## config.mk

```make
export PLATFORM = sky130hd
export DESIGN_NAME = i2c_devid_master
export DESIGN_NICKNAME = d
export VERILOG_FILES = /design/src/rtl/i2c_devid_master.sv
export SDC_FILE = /design/constraint.sdc
export NUM_CORES = 1
export LEC_CHECK = 0
export BUFFER_PORTS_ARGS = -buffer_cell sky130_fd_sc_hd__buf_2
export CAP_MARGIN = 0
export CORE_MARGIN = 10
export CORE_UTILIZATION = 35
export DETAILED_ROUTE_END_ITERATION = 16
export SLEW_MARGIN = 10
export SYNTH_ARGS = -nofsm -noshare
export SYNTH_HDL_FRONTEND = slang
export SYNTH_SLANG_ARGS = --single-unit
```

## constraint.sdc

```tcl
create_clock -name Clk -period 3.7 [get_ports Clk]
set_input_delay 1.11 -clock Clk [delete_from_list [all_inputs] [get_ports Clk]]
set_output_delay 1.11 -clock Clk [all_outputs]
set_load 0.005 [all_outputs]
```

## src/rtl/i2c_devid_master.sv

```systemverilog
// Single-byte I2C address-frame master: START, {DevAddr,RW} MSB first, ACK sample, STOP.
// Outputs are decoded from the registered state, quarter and prescaler; no clock stretching or arbitration.
module i2c_devid_master #(
   parameter int unsigned QUARTER_CLKS = 4
) (
   input  logic       Clk,
   input  logic       Reset,
   input  logic       Start,
   input  logic [6:0] DevAddr,
   input  logic       RW,
   input  logic       SdaIn,
   output logic       SCL,
   output logic       SdaDriveLow,
   output logic       Busy,
   output logic       Done,
   output logic       Nack
);

   typedef enum logic [2:0] {
      ST_IDLE,
      ST_START,
      ST_BIT,
      ST_ACK,
      ST_STOP,
      ST_DONE
   } state_t;

   localparam logic [15:0] PRESC_LAST = 16'(QUARTER_CLKS - 1);

   state_t      state_reg, state_next;
   logic [1:0]  quarter_reg, quarter_next;
   logic [15:0] presc_reg, presc_next;
   logic [2:0]  bit_idx_reg, bit_idx_next;
   logic [7:0]  frame_reg, frame_next;
   logic        nack_reg, nack_next;
   logic        quarter_end;

   always_ff @(posedge Clk) begin
      if (Reset) begin
         state_reg   <= ST_IDLE;
         quarter_reg <= '0;
         presc_reg   <= '0;
         bit_idx_reg <= '0;
         frame_reg   <= '0;
         nack_reg    <= 1'b0;
      end else begin
         state_reg   <= state_next;
         quarter_reg <= quarter_next;
         presc_reg   <= presc_next;
         bit_idx_reg <= bit_idx_next;
         frame_reg   <= frame_next;
         nack_reg    <= nack_next;
      end
   end

   always_comb begin
      state_next   = state_reg;
      quarter_next = quarter_reg;
      bit_idx_next = bit_idx_reg;
      frame_next   = frame_reg;
      nack_next    = nack_reg;
      quarter_end  = (presc_reg == PRESC_LAST);
      presc_next   = quarter_end ? '0 : presc_reg + 16'd1;
      SCL          = 1'b1;
      SdaDriveLow  = 1'b0;
      Busy         = 1'b1;
      Done         = 1'b0;

      case (state_reg)
         // DONE behaves as IDLE for Start so frames can run back to back
         ST_IDLE, ST_DONE: begin
            Busy         = 1'b0;
            Done         = (state_reg == ST_DONE);
            presc_next   = '0;
            quarter_next = '0;
            state_next   = ST_IDLE;
            if (Start) begin
               state_next = ST_START;
               frame_next = {DevAddr, RW};
               nack_next  = 1'b0;
            end
         end

         ST_START: begin
            SCL         = (quarter_reg == 2'd0);
            SdaDriveLow = 1'b1;
            if (quarter_end) begin
               quarter_next = quarter_reg + 2'd1;
               if (quarter_reg == 2'd1) begin
                  quarter_next = '0;
                  bit_idx_next = 3'd7;
                  state_next   = ST_BIT;
               end
            end
         end

         ST_BIT: begin
            SCL         = quarter_reg[1];
            SdaDriveLow = ~frame_reg[bit_idx_reg];
            if (quarter_end) begin
               quarter_next = quarter_reg + 2'd1;
               if (quarter_reg == 2'd3) begin
                  bit_idx_next = bit_idx_reg - 3'd1;
                  if (bit_idx_reg == 3'd0) begin
                     state_next = ST_ACK;
                  end
               end
            end
         end

         ST_ACK: begin
            SCL = quarter_reg[1];
            // sample at the end of the first high quarter, mid SCL-high
            if (quarter_end && quarter_reg == 2'd2) begin
               nack_next = SdaIn;
            end
            if (quarter_end) begin
               quarter_next = quarter_reg + 2'd1;
               if (quarter_reg == 2'd3) begin
                  state_next = ST_STOP;
               end
            end
         end

         ST_STOP: begin
            SCL         = (quarter_reg != 2'd0);
            SdaDriveLow = (quarter_reg != 2'd2);
            if (quarter_end) begin
               quarter_next = quarter_reg + 2'd1;
               if (quarter_reg == 2'd2) begin
                  quarter_next = '0;
                  state_next   = ST_DONE;
               end
            end
         end

         default: begin
            state_next = ST_IDLE;
         end
      endcase
   end

   assign Nack = nack_reg;

endmodule

```

---- Yosys cells after proc, flatten, opt, wreduce, memory -nomap -nowiden ----
Cells that the tools add are included.
operators by class
  order comparisons ....................... 1
  bitwise logic cells ..................... 1
  reductions and logical operators ........ 16
  multiplexer cells ....................... 31
  equality and inequality tests ........... 22
  add/subtract/negate cells ............... 3
operators by type and width
  operator                                            count
  2-to-1 mux 3 bit                                    13
  != test 2 bit, second input constant                12
  adder 16 x 1 -> 16 bit, second input constant       1
  == test 16 x 2 -> 1 bit, second input constant      1
  one-hot mux 3 bit (5 select lines)                  1
  2-to-1 mux 2 bit                                    5
  AND reduction 9 bit                                 1
  one-hot mux 2 bit (4 select lines)                  1
  == test 3 x 2 -> 1 bit, second input constant       2
  == test 3 bit, second input constant                2
  zero test 3 bit                                     2
  2-to-1 mux 1 bit                                    6
  one-hot mux 1 bit (3 select lines)                  2
  one-hot mux 3 bit (2 select lines)                  1
  nonzero test 2 bit                                  3
  AND reduction 5 bit                                 1
  == test 2 bit, second input constant                2
  < comparator 3 x 4 -> 1 bit, second input constant  1
  AND reduction 4 bit                                 1
  nonzero test 4 bit                                  1
  OR reduction 2 bit                                  2
  OR reduction 4 bit                                  1
  binary-select mux 1 bit (select 3 bit)              1
  == test 3 x 1 -> 1 bit, second input constant       1
  other kinds (10)                                    10
storage, ports and cells
  input port bits ......................... 12
  word-level logic and storage cells ...... 80
  register bits ........................... 33
  output and inout port bits .............. 5

---- Longest topological paths before layout ----
  word-level depth ........................ 5
  depth in mapped cells ................... 7
  gate-level depth less buffers ........... 7

---- Worst setup path before layout ----
OpenSTA, ideal clock, no wires.
  path kind ............................... register -> output
  start ................................... register bit_idx_reg[0]
  end ..................................... output port SdaDriveLow
  arrival ................................. 1.158 ns
  buffers on the path ..................... 0
  slack ................................... 1.432 ns
  data required time ...................... 2.590 ns
  cell stages (with the launch flop) ...... 5
  cells stage by stage .................... dfxtp_1 mux4_2 mux2i_1 nand2_1 o21ai_0
between the ends
  word-level cells in the longest chain between the ends .. 4
RTL lines
  element                                 line  source
  from (decl)                             33    logic [2:0] bit_idx_reg, bit_idx_next;
  from (signal assigned)                  50    bit_idx_reg <= bit_idx_next;
  binary-select mux 1 bit (select 3 bit)  99    SdaDriveLow = ~frame_reg[bit_idx_reg];
  2-to-1 mux 1 bit (implied by the code)  99
  NOT 1 bit                               99
  one-hot mux 1 bit (3 select lines)      69    case (state_reg)
  to (decl)                               13    output logic SdaDriveLow,
Every way passes these cells. The select of a mux whose other input is x is not followed.

---- Final worst setup path ----
  start ................................... register state_reg[0]
  end ..................................... output port SCL
between the ends
  word-level cells in the longest chain between the ends .. 3
  elaborated cells between the ends (all ways) .. 6
  classes of those cells .................. 4 x eq/ne; 1 x mux; 1 x reduce/logical
RTL lines
  element                                 line  source
  from (decl)                             30    state_t state_reg, state_next;
  from (signal assigned)                  47    state_reg <= state_next;
  == test 3 x 2 -> 1 bit                  69
  OR reduction 2 bit (no source line)     -
  one-hot mux 1 bit (3 select lines) (*)  69
  to (decl)                               12    output logic SCL,
Mark *: on every way between the ends. The rest lies on a longest branch, timed or not.

==> metrics.txt <==
status=finished clean; CP startpoint kind=register; Crit Path Max Fanout=19; Worst Path Required=2.59 ns; ANT cells=0; Clock Path Buffers=2; I/O pins=17; antenna-violating nets left=0; Power Dens Cells=~350 nW/um^2; Max Clock Skew=slightly above 0.01 ns; pins over their slew limit=0; R2R setup slack=around 1.5 ns; max-cap viol count=0; height of the die=between 90 and 100 um; Netlist cell types=between 40 and 50; first-pass GRT wire length=~6500 um; Die X-Extent=93.3 um; Overflow after GRT=0; Post-DP HPWL=between 2000 and 3000 um; Slowest cell on crit path=dfxtp_1; setup_tns=0 ns; Synth Flop Type=dfxtp_1; final WL=roughly 3700 um; Layout Cells excl Fill=295; fill count=around 510; Iteration-0 DRC Markers=87; initial antenna violation count=0; Post-synth EDFFs=0; kind of critical path=register to output port; fmax=between 300 and 400 MHz; CTS Buf Count=5; DR WL/cell=12.5 um; crit path capture type=output port; cts hold-fix bufs=0; Seq/Total Area, Yosys=0.352; number of vias per cell=roughly 5.0; Placer Congestion=between 0.8 and 0.9; FFs w/ async S/R, synth=0; Syn. warnings=0; H-tree levels=2; Clk pin slew, worst setup/hold paths=around 0.07 ns; Inst Count DP=287; Tot GR Track Use=0.0892; WP data arrival=about 1.9 ns; Hold Crit Class=register to register; DR pass1 iterations=5; Area Growth Syn to Fin=11.9%; CORE AREA=about 5200 um^2; drt drc=0; Row Count=26; CTS root buffer=clkbuf_8; max reg flops=16; CP peak stage delay=between 0.6 and 0.7 ns; clk_lat worst skew=~0.28 ns; die area=8700 um^2; slew margin rel.=0.576; number of global-route vias before repair=between 1,000 and 1,500; RSZ-0062 raised after global routing=false; # clock sinks=33; cell chain of the critical path=nor2b_1 > mux2i_1 > nor2_1 > a21oi_1 > buf_2; final hold viol count=0; leakage power=0.000791 uW; FF+latch count, synth=33; TritonCTS clock tree=yes; Tightest Pin Transition=between 0.6 and 0.7 ns; port bufs=16; final setup fails=0; Worst VDD drop=roughly 0.23 mV; Initial Util=0.363; final period utilization=0.810; Cells after Synth=211; Syn Nets=between 200 and 250; Post-CTS Resized=0; syn avg cell area=8.91 um^2; Vias=approximately 1,500; pin count of the biggest net entering global routing=20; critical path buffer and inverter count=1; # nets final=roughly 240; share of post-route cells with drive strength above 1=0.160; crit-path leading delay family=flip-flops; post-CTS setup buffers=0; cell area after synthesis=1880 um^2; final worst path period need=roughly 3 ns; Total Power=729 uW
metal layers:
metal | wire length (um) | vias up | global-route usage
li1 | - | 771 | -
met5 | 0 | - | 0
met1 | 1880 | 679 | 0.121
met3 | 110 | 2 | 0.0208
met2 | 1650 | 27 | 0.129
met4 | 40 | 0 | 0.0424
worst register-to-register path, delay by kind of cell (launching register included):
family	cells	cell delay, ns
buffers and inverters	1	0.13
flip-flops	1	0.68
AND/OR/NAND/NOR	4	1.34
placed cells by master, fill, tap and decap left out, types with 2 or more instances in the layout:
| cell | instances |
|---|---|
| dfxtp_1 | 33 |
| ha_1 | 8 |
| mux2i_1 | 11 |
| nand4_1 | 6 |
| and4_1 | 3 |
| o211ai_1 | 2 |
| clkbuf_8 | 7 |
| nor4_4 | 2 |
| xnor2_1 | 2 |
| o21ai_0 | 3 |
| nor2_1 | 34 |
| nor2b_1 | 5 |
| buf_2 | 16 |
| a21oi_1 | 9 |
| a211oi_1 | 2 |
| nor3_1 | 9 |
| nand3_1 | 7 |
| mux4_2 | 2 |
| xor2_1 | 13 |
| inv_1 | 11 |
| nand2_1 | 12 |
| nand2b_1 | 2 |
final timing paths:
| kind | startpoint | end | cells past startpoint |
|---|---|---|---|
| setup / recovery | state_reg[0] | SCL | 5 |
| hold / removal | presc_reg[0] | presc_reg[0] | 1 |
| setup reg to reg | state_reg[0] | presc_reg[10] | 5 |
| hold reg to reg | presc_reg[0] | presc_reg[0] | 1 |
cell type report:
type                       instances  area, um^2  area share
clock buffer                       7        96.3      0.0458
multi-input combinational        156        1120       0.535
clock inverter                     1        5.00     0.00238
tap                               70        87.6      0.0416
sequential                        33         661       0.314
timing repair buffer              17        87.6      0.0416
inverter                          11        41.3      0.0196
synth_stat cells, types with 2 or more instances:
master | instances | share of area
nor2_1 | 34 | 0.068
dfxtp_1 | 33 | 0.35
xor2_1 | 13 | 0.061
nand2_1 | 12 | 0.024
inv_1 | 11 | 0.022
mux2i_1 | 11 | 0.059
a21oi_1 | 9 | 0.024
nor3_1 | 9 | 0.024
ha_1 | 8 | 0.053
nand3_1 | 7 | 0.019
nand4_1 | 6 | 0.020
buf_2 | 5 | 0.013
nor2b_1 | 5 | 0.017
clkbuf_1 | 4 | 0.0080
and4_1 | 3 | 0.014
o21ai_0 | 3 | 0.0080
a211oi_1 | 2 | 0.0080
mux4_2 | 2 | 0.024
nand2b_1 | 2 | 0.0067
nor4_4 | 2 | 0.023
o211ai_1 | 2 | 0.0080
xnor2_1 | 2 | 0.0093
where the power goes:
group          internal, uW  total, uW  switching, uW
Sequential              364        373           8.98
Clock                   168        296            128
Combinational          27.7       59.9           32.2
cells by family after synthesis:
family / synth area share
adder cells (fa/ha/maj): 0.0533
AND/OR/NAND/NOR: 0.276
multiplexers: 0.0826
buffers and inverters: 0.0533
XOR/XNOR: 0.0699
AO/OA/AOI/OAI: 0.113
flip-flops: 0.352
per-stage QoR:
stage	cell area [um^2]	setup WS, ns	hold WS, ns	util
after floorplan	1880	1.43	0.426	-
after global placement	2000	1.06	0.439	0.387
after detailed placement	2000	1.04	0.449	0.387
after CTS	2100	0.718	0.465	0.407
after global routing	2100	0.489	0.508	0.407
final	2100	0.704	0.457	0.407
Note: power is estimated with default switching activity, not from simulation.
